[config.mk]
export PLATFORM = sky130hd
export DESIGN_NAME = cache_page_refill_flat
export DESIGN_NICKNAME = d
export VERILOG_FILES = /design/src/rtl/cache_page_refill_if.sv /design/src/rtl/cache_page_refill.sv /design/src/flat_wrapper.sv
export SDC_FILE = /design/constraint.sdc
export NUM_CORES = 1
export LEC_CHECK = 0
export BUFFER_PORTS_ARGS = -buffer_cell sky130_fd_sc_hd__buf_2
export CORE_MARGIN = 2
export CORE_UTILIZATION = 52
export DETAILED_ROUTE_END_ITERATION = 10
export HOLD_SLACK_MARGIN = 0.15
export PLACE_DENSITY = 0.87
export SLEW_MARGIN = 20
export SYNTH_ARGS = -nofsm -noshare
export SYNTH_HDL_FRONTEND = slang
export SYNTH_SLANG_ARGS = --single-unit
[constraint.sdc]
create_clock -name fpgaClk -period 4.4 [get_ports fpgaClk]
set_clock_uncertainty 0.2 [all_clocks]
set_input_delay 0.44 -clock fpgaClk [delete_from_list [all_inputs] [get_ports fpgaClk]]
set_output_delay 0.44 -clock fpgaClk [all_outputs]
set_load 0.01 [all_outputs]
[src/rtl/cache_page_refill_if.sv]
// Bus bundle between the cache controller, backing memory, cache SRAM/tag table and the page refill engine.
// The master modport is the refill engine; the slave modport is the surrounding environment.
interface cache_page_refill_if #(
  parameter int unsigned PAGE_BITS = 10,
  parameter int unsigned TAG_BITS  = 14,
  parameter int unsigned SLOT_BITS = 2
);
  logic                            refill_req;
  logic [TAG_BITS-1:0]             refill_tag;
  logic [SLOT_BITS-1:0]            refill_slot;
  logic [PAGE_BITS-1:0]            refill_offset;
  logic                            refill_busy;
  logic                            refill_done;
  logic                            crit_ready;
  logic                            mem_req;
  logic [TAG_BITS+PAGE_BITS-1:0]   mem_addr;
  logic                            mem_ack;
  logic [7:0]                      mem_rdata;
  logic                            sram_we;
  logic [SLOT_BITS+PAGE_BITS-1:0]  sram_addr;
  logic [7:0]                      sram_wdata;
  logic                            tag_we;
  logic [SLOT_BITS-1:0]            tag_slot;
  logic [TAG_BITS-1:0]             tag_value;
  logic                            tag_valid;

  modport master (
    input  refill_req, refill_tag, refill_slot, refill_offset, mem_ack, mem_rdata,
    output refill_busy, refill_done, crit_ready, mem_req, mem_addr,
           sram_we, sram_addr, sram_wdata, tag_we, tag_slot, tag_value, tag_valid
  );

  modport slave (
    output refill_req, refill_tag, refill_slot, refill_offset, mem_ack, mem_rdata,
    input  refill_busy, refill_done, crit_ready, mem_req, mem_addr,
           sram_we, sram_addr, sram_wdata, tag_we, tag_slot, tag_value, tag_valid
  );
endinterface

[src/rtl/cache_page_refill.sv]
// Page refill engine for the cache miss path: invalidate victim tag, stream one page into SRAM, write tag valid.
// Optional macro CACHE_REFILL_CRITICAL_FIRST_EN: start at the critical byte offset and pulse crit_ready on it.
module cache_page_refill #(
  parameter int unsigned PAGE_BITS = 10,
  parameter int unsigned TAG_BITS  = 14,
  parameter int unsigned SLOT_BITS = 2
) (
  input logic                 fpgaClk,
  input logic                 reset,
  cache_page_refill_if.master bus
);
  localparam int unsigned ADDR_BITS = TAG_BITS + PAGE_BITS;
  localparam int unsigned SRAM_BITS = SLOT_BITS + PAGE_BITS;
  localparam logic [PAGE_BITS-1:0] LAST_BYTE = {PAGE_BITS{1'b1}};

  typedef enum logic [2:0] {IDLE, INVAL, FETCH, WRITE, TAG} state_t;

  state_t               state, stateD;
  logic [TAG_BITS-1:0]  tagQ, tagD;
  logic [SLOT_BITS-1:0] slotQ, slotD;
  logic [PAGE_BITS-1:0] offQ, offD;
  logic [PAGE_BITS-1:0] cntQ, cntD;

  logic                 busyD, doneD, critD, memReqD, sramWeD, tagWeD, tagValidD;
  logic [ADDR_BITS-1:0] memAddrD;
  logic [SRAM_BITS-1:0] sramAddrD;
  logic [7:0]           sramWdataD;
  logic [SLOT_BITS-1:0] tagSlotD;
  logic [TAG_BITS-1:0]  tagValueD;

`ifndef CACHE_REFILL_CRITICAL_FIRST_EN
  logic unusedOffset;
  assign unusedOffset = ^bus.refill_offset;
`endif

  // Next state, then registered outputs decoded from the state being entered.
  always_comb begin
    stateD     = state;
    tagD       = tagQ;
    slotD      = slotQ;
    offD       = offQ;
    cntD       = cntQ;
    busyD      = 1'b0;
    doneD      = 1'b0;
    critD      = 1'b0;
    memReqD    = 1'b0;
    memAddrD   = '0;
    sramWeD    = 1'b0;
    sramAddrD  = '0;
    sramWdataD = '0;
    tagWeD     = 1'b0;
    tagSlotD   = '0;
    tagValueD  = '0;
    tagValidD  = 1'b0;

    unique case (state)
      IDLE: begin
        if (bus.refill_req) begin
          tagD  = bus.refill_tag;
          slotD = bus.refill_slot;
`ifdef CACHE_REFILL_CRITICAL_FIRST_EN
          offD  = bus.refill_offset;
`else
          offD  = '0;
`endif
          cntD   = '0;
          stateD = INVAL;
        end
      end
      INVAL: stateD = FETCH;
      FETCH: if (bus.mem_ack) stateD = WRITE;
      WRITE: begin
        offD   = offQ + PAGE_BITS'(1);
        cntD   = cntQ + PAGE_BITS'(1);
        stateD = (cntQ == LAST_BYTE) ? TAG : FETCH;
      end
      TAG:     stateD = IDLE;
      default: stateD = IDLE;
    endcase

    busyD = (stateD != IDLE);

    // WRITE is only entered from FETCH on mem_ack, so mem_rdata is the byte to store.
    unique case (stateD)
      INVAL: begin
        tagWeD    = 1'b1;
        tagSlotD  = slotD;
        tagValueD = tagD;
      end
      FETCH: begin
        memReqD  = 1'b1;
        memAddrD = {tagD, offD};
      end
      WRITE: begin
        sramWeD    = 1'b1;
        sramAddrD  = {slotD, offD};
        sramWdataD = bus.mem_rdata;
`ifdef CACHE_REFILL_CRITICAL_FIRST_EN
        critD      = (cntD == '0);
`endif
      end
      TAG: begin
        tagWeD    = 1'b1;
        tagSlotD  = slotD;
        tagValueD = tagD;
        tagValidD = 1'b1;
        doneD     = 1'b1;
      end
      default: ;
    endcase
  end

  always_ff @(posedge fpgaClk or posedge reset) begin
    if (reset) begin
      state           <= IDLE;
      tagQ            <= '0;
      slotQ           <= '0;
      offQ            <= '0;
      cntQ            <= '0;
      bus.refill_busy <= 1'b0;
      bus.refill_done <= 1'b0;
      bus.crit_ready  <= 1'b0;
      bus.mem_req     <= 1'b0;
      bus.mem_addr    <= '0;
      bus.sram_we     <= 1'b0;
      bus.sram_addr   <= '0;
      bus.sram_wdata  <= '0;
      bus.tag_we      <= 1'b0;
      bus.tag_slot    <= '0;
      bus.tag_value   <= '0;
      bus.tag_valid   <= 1'b0;
    end else begin
      state           <= stateD;
      tagQ            <= tagD;
      slotQ           <= slotD;
      offQ            <= offD;
      cntQ            <= cntD;
      bus.refill_busy <= busyD;
      bus.refill_done <= doneD;
      bus.crit_ready  <= critD;
      bus.mem_req     <= memReqD;
      bus.mem_addr    <= memAddrD;
      bus.sram_we     <= sramWeD;
      bus.sram_addr   <= sramAddrD;
      bus.sram_wdata  <= sramWdataD;
      bus.tag_we      <= tagWeD;
      bus.tag_slot    <= tagSlotD;
      bus.tag_value   <= tagValueD;
      bus.tag_valid   <= tagValidD;
    end
  end
endmodule
[src/flat_wrapper.sv]
// flat-port wrapper written by rule: the top's interface ports become plain ports
module cache_page_refill_flat 
#(
  parameter int unsigned PAGE_BITS = 10,
  parameter int unsigned TAG_BITS  = 14,
  parameter int unsigned SLOT_BITS = 2
)
  (fpgaClk, reset, bus_refill_req, bus_refill_tag, bus_refill_slot, bus_refill_offset, bus_mem_ack, bus_mem_rdata, bus_refill_busy, bus_refill_done, bus_crit_ready, bus_mem_req, bus_mem_addr, bus_sram_we, bus_sram_addr, bus_sram_wdata, bus_tag_we, bus_tag_slot, bus_tag_value, bus_tag_valid);
  cache_page_refill_if #(.PAGE_BITS(PAGE_BITS), .TAG_BITS(TAG_BITS), .SLOT_BITS(SLOT_BITS)) bus_i ();
  input logic fpgaClk;
  input logic reset;
  input wire logic [$bits(bus_i.refill_req)-1:0] bus_refill_req;
  input wire logic [$bits(bus_i.refill_tag)-1:0] bus_refill_tag;
  input wire logic [$bits(bus_i.refill_slot)-1:0] bus_refill_slot;
  input wire logic [$bits(bus_i.refill_offset)-1:0] bus_refill_offset;
  input wire logic [$bits(bus_i.mem_ack)-1:0] bus_mem_ack;
  input wire logic [$bits(bus_i.mem_rdata)-1:0] bus_mem_rdata;
  output wire logic [$bits(bus_i.refill_busy)-1:0] bus_refill_busy;
  output wire logic [$bits(bus_i.refill_done)-1:0] bus_refill_done;
  output wire logic [$bits(bus_i.crit_ready)-1:0] bus_crit_ready;
  output wire logic [$bits(bus_i.mem_req)-1:0] bus_mem_req;
  output wire logic [$bits(bus_i.mem_addr)-1:0] bus_mem_addr;
  output wire logic [$bits(bus_i.sram_we)-1:0] bus_sram_we;
  output wire logic [$bits(bus_i.sram_addr)-1:0] bus_sram_addr;
  output wire logic [$bits(bus_i.sram_wdata)-1:0] bus_sram_wdata;
  output wire logic [$bits(bus_i.tag_we)-1:0] bus_tag_we;
  output wire logic [$bits(bus_i.tag_slot)-1:0] bus_tag_slot;
  output wire logic [$bits(bus_i.tag_value)-1:0] bus_tag_value;
  output wire logic [$bits(bus_i.tag_valid)-1:0] bus_tag_valid;
  assign bus_i.refill_req = bus_refill_req;
  assign bus_i.refill_tag = bus_refill_tag;
  assign bus_i.refill_slot = bus_refill_slot;
  assign bus_i.refill_offset = bus_refill_offset;
  assign bus_i.mem_ack = bus_mem_ack;
  assign bus_i.mem_rdata = bus_mem_rdata;
  assign bus_refill_busy = bus_i.refill_busy;
  assign bus_refill_done = bus_i.refill_done;
  assign bus_crit_ready = bus_i.crit_ready;
  assign bus_mem_req = bus_i.mem_req;
  assign bus_mem_addr = bus_i.mem_addr;
  assign bus_sram_we = bus_i.sram_we;
  assign bus_sram_addr = bus_i.sram_addr;
  assign bus_sram_wdata = bus_i.sram_wdata;
  assign bus_tag_we = bus_i.tag_we;
  assign bus_tag_slot = bus_i.tag_slot;
  assign bus_tag_value = bus_i.tag_value;
  assign bus_tag_valid = bus_i.tag_valid;
  cache_page_refill #(.PAGE_BITS(PAGE_BITS), .TAG_BITS(TAG_BITS), .SLOT_BITS(SLOT_BITS)) u_core (.fpgaClk(fpgaClk), .reset(reset), .bus(bus_i));
endmodule
==> flow_metrics.tcl <==
set metrics [dict create \
    start_kind "flop" \
    status "completed" \
    port_buffers 93 \
    reg2reg_depth 5 \
    first_pass_iters 4 \
    drt_iter0_drc 213 \
    final_nets 479 \
    synth_cells 326 \
    power_w 0.00205 \
    p_leak_nw 2.61 \
    fin_cells 543 \
    cts_buffers 9 \
    fin_crit_sh 0.580 \
    worstPathRequired_ns 4.40 \
    synth_enable_flop_cells 0 \
    antenna_found_initial 0 \
    dr_total_vias 2673 \
    grt-ovfl-total 0 \
    fill_cells 599 \
    avgSynthCellArea_um2 12.0 \
    worstHoldStart "bus_refill_slot[1]" \
    vdd_ir_drop_max_mv 0.234 \
    fmax_mhz 392 \
    diodes 0 \
    rsz0062_at_grt "false" \
    dieWidth_um 90.9 \
    rows 31 \
    clock_latency_ns 0.36 \
    yosys_register_bits 104 \
    cts-root-buf "clkbuf_8" \
    place_inst 503 \
    final_hold_viol_count 0 \
    crit_end "u_core.bus.mem_addr[23]$_DFF_PP0_" \
    crit_path_max_fanout 25 \
    cts_resized 0 \
    drv_cap 0 \
    final-setup-viol-count 0 \
    synth_flop_cell "dfrtp_1" \
    post-route-min-period_ns 2.55 \
    cts.sinks 104 \
    clk_pin_slew_worst_paths_ns 0.10 \
    die_h_um 90.9 \
    grt_max_degree 80 \
    area_delta_synth_final_pct 22.9 \
    pin_count 105 \
    viasPerCell 4.92 \
    worst_slew_pin_slew_ns 0.981 \
    ant_nets 0 \
    yosys.area.top_type "dfrtp_1" \
    r2r-end "u_core.bus.mem_addr[23]$_DFF_PP0_" \
    yosysWarningCount 0 \
    finalWirelength_um 7950 \
    hold_class "primary input to flop" \
    drive_above_1_share 0.268 \
    ys_types 46 \
    yosysTopAreaCellShare 0.663 \
    critPathLaunch "u_core.cntQ[1]$_DFFE_PP0P_" \
    p_per_area_nw_per_um2 425 \
    gp_congestion 0.831 \
    grt_pass1_vias 2763 \
    dieArea_um2 8250 \
    arrival_ns 2.55 \
    cts_setup_buffers 0 \
    synthTopCellsByArea "dfrtp_1 (66%), nor2_1 (5.2%), mux2i_1 (4.8%)" \
    cts_buffer_depth 2 \
    setup_tns_ns 0 \
    wl_per_cell_um 14.6 \
    reg2reg_setup_slack_ns 1.85 \
    multi_input_area_um2 1090 \
    grt_use_total 0.205 \
    cts_tree "done" \
    synthArstFlopShare 1.00 \
    initial_core_util 0.538 \
    synth-seq-area-share 0.663 \
    synth_area_um2 3920 \
    maxSlewViolCount 0 \
    grt_pass1_wl_um 13100 \
    route.detailed.drc 0 \
    seq_area_um2 2600 \
    htree_levels 3 \
    slew_headroom 0.346 \
    worstSetupPathType "flop to flop" \
    hpwl_um 5090 \
    end_kind "flop" \
    core_um2 7290 \
    reg2reg_from "u_core.cntQ[1]$_DFFE_PP0P_" \
    synth_fp_nets 366 \
]
[through the flow]
stage | hold WS, ns | util | instance area (µm²) | setup WS, ns
after floorplan | 0.245 | - | 3920 | 1.03
after global placement | 0.261 | 0.604 | 4410 | 1.87
after detailed placement | 0.286 | 0.604 | 4410 | 1.83
after CTS | 0.153 | 0.661 | 4820 | 1.82
after global routing | 0.170 | 0.661 | 4820 | 1.66
final | 0.176 | 0.661 | 4820 | 1.85
[worst min path at each step]
stage               slack [ns]                          to  cells after the start
floorplan                 0.24  u_core.cntQ[9]$_DFFE_PP0P_                      1
global placement          0.26  u_core.cntQ[9]$_DFFE_PP0P_                      1
detailed placement        0.29    u_core.tagQ[5]$_DFF_PP0_                      2
CTS                       0.15   u_core.slotQ[1]$_DFF_PP0_                      3
global route              0.17   u_core.slotQ[1]$_DFF_PP0_                      3
finish                    0.18   u_core.slotQ[1]$_DFF_PP0_                      3
[kinds of logic (layout without fill, tap and decap cells)]
| kind of cell | count (synthesis) | in the layout | synth area share |
|---|---|---|---|
| buffers and inverters | 47 | 165 | 0.0596 |
| AOI/OAI and AO/OA | 38 | 38 | 0.0648 |
| other | 1 | 1 | 0.000956 |
| adders and majority gates | 2 | 2 | 0.00638 |
| xor gates and xnor gates | 2 | 2 | 0.00447 |
| muxes | 19 | 19 | 0.0485 |
| and+or+nand+nor | 113 | 113 | 0.152 |
| DFF | 104 | 104 | 0.663 |
[timing repair]
item | in CTS | in global routing
setup endpoints to repair | 0 | 0
hold buffers | 24 | 0
endpoints found under the hold margin | 101 | 0
[cell type report]
| class | instances | area share |
|---|---|---|
| clock buffer | 11 | 0.0273 |
| clock inverter | 5 | 0.00856 |
| inverter | 30 | 0.0239 |
| multi-input combinational | 175 | 0.225 |
| sequential | 104 | 0.540 |
| tap | 99 | 0.0257 |
| timing repair buffer | 119 | 0.149 |
[synthesized netlist by cell type, types with 2 or more instances]
cell / count
dfrtp_1: 104
nor2_1: 54
inv_1: 30
mux2i_1: 19
and2_1: 12
o21ai_0: 11
nand2_1: 10
and3_1: 6
buf_4: 6
a21oi_1: 5
a31oi_1: 5
nand3_1: 5
buf_6: 4
nand4_1: 4
nor4_1: 4
a22o_1: 3
buf_2: 3
clkbuf_1: 3
nor3_1: 3
a211oi_2: 2
ha_1: 2
nor2b_1: 2
o211ai_1: 2
o21ai_1: 2
o31ai_1: 2
or3_1: 2
xnor2_1: 2
[cell usage in the layout (no fill, tap or decap), drive strengths merged, types with 2 or more instances in the layout]
cell / instances
dfrtp: 104
buf: 95
nor2: 55
inv: 32
dlygate4sd3: 24
mux2i: 19
o21ai: 13
and2: 12
clkbuf: 11
nand2: 10
and3: 6
a21oi: 5
a31oi: 5
nand3: 5
nor4: 5
nand4: 5
nor3: 3
a22o: 3
a211oi: 3
xnor2: 2
or3: 2
nor2b: 2
o211ai: 2
o31ai: 2
ha: 2
clkinvlp: 2
nand3b: 2
[state kept, by name, summed over array words and instances (netlist names)]
signal                  count
u_core.bus.tag_value       14
u_core.bus.tag_we           1
u_core.cntQ                10
u_core.bus.refill_done      1
u_core.bus.sram_wdata       8
u_core.bus.refill_busy      1
u_core.bus.sram_we          1
u_core.bus.mem_addr        24
u_core.bus.tag_slot         2
u_core.bus.sram_addr       12
u_core.tagQ                14
u_core.slotQ                2
u_core.bus.mem_req          1
u_core.state                3
u_core.offQ                10
[power by group]
| part | total [W] | switching (W) | leakage [nW] | internal [W] |
|---|---|---|---|---|
| clock | 0.000529 | 0.000318 | 0.0805 | 0.000211 |
| sequential | 0.00117 | 0.0000886 | 1.36 | 0.00108 |
| combinational | 0.000345 | 0.000199 | 1.17 | 0.000146 |
| total | 0.00205 | 0.000605 | 2.61 | 0.00144 |
[per-layer routing]
layer,track usage,part of all wire,vias to the layer above
met2,0.358,0.53,71
met3,0.0459,0.042,10
met5,0,0,-
met4,0.0884,0.017,0
li1,-,-,1292
met1,0.242,0.42,1300
[worst max-delay path, stage by stage, from the launching register on]
cell	delay, ns
dfrtp_1	0.45
ha_1	0.23
nand3_1	0.21
nor4_1	0.36
or3_1	0.82
nor2_1	0.13
(Power assumes the default switching activity.)
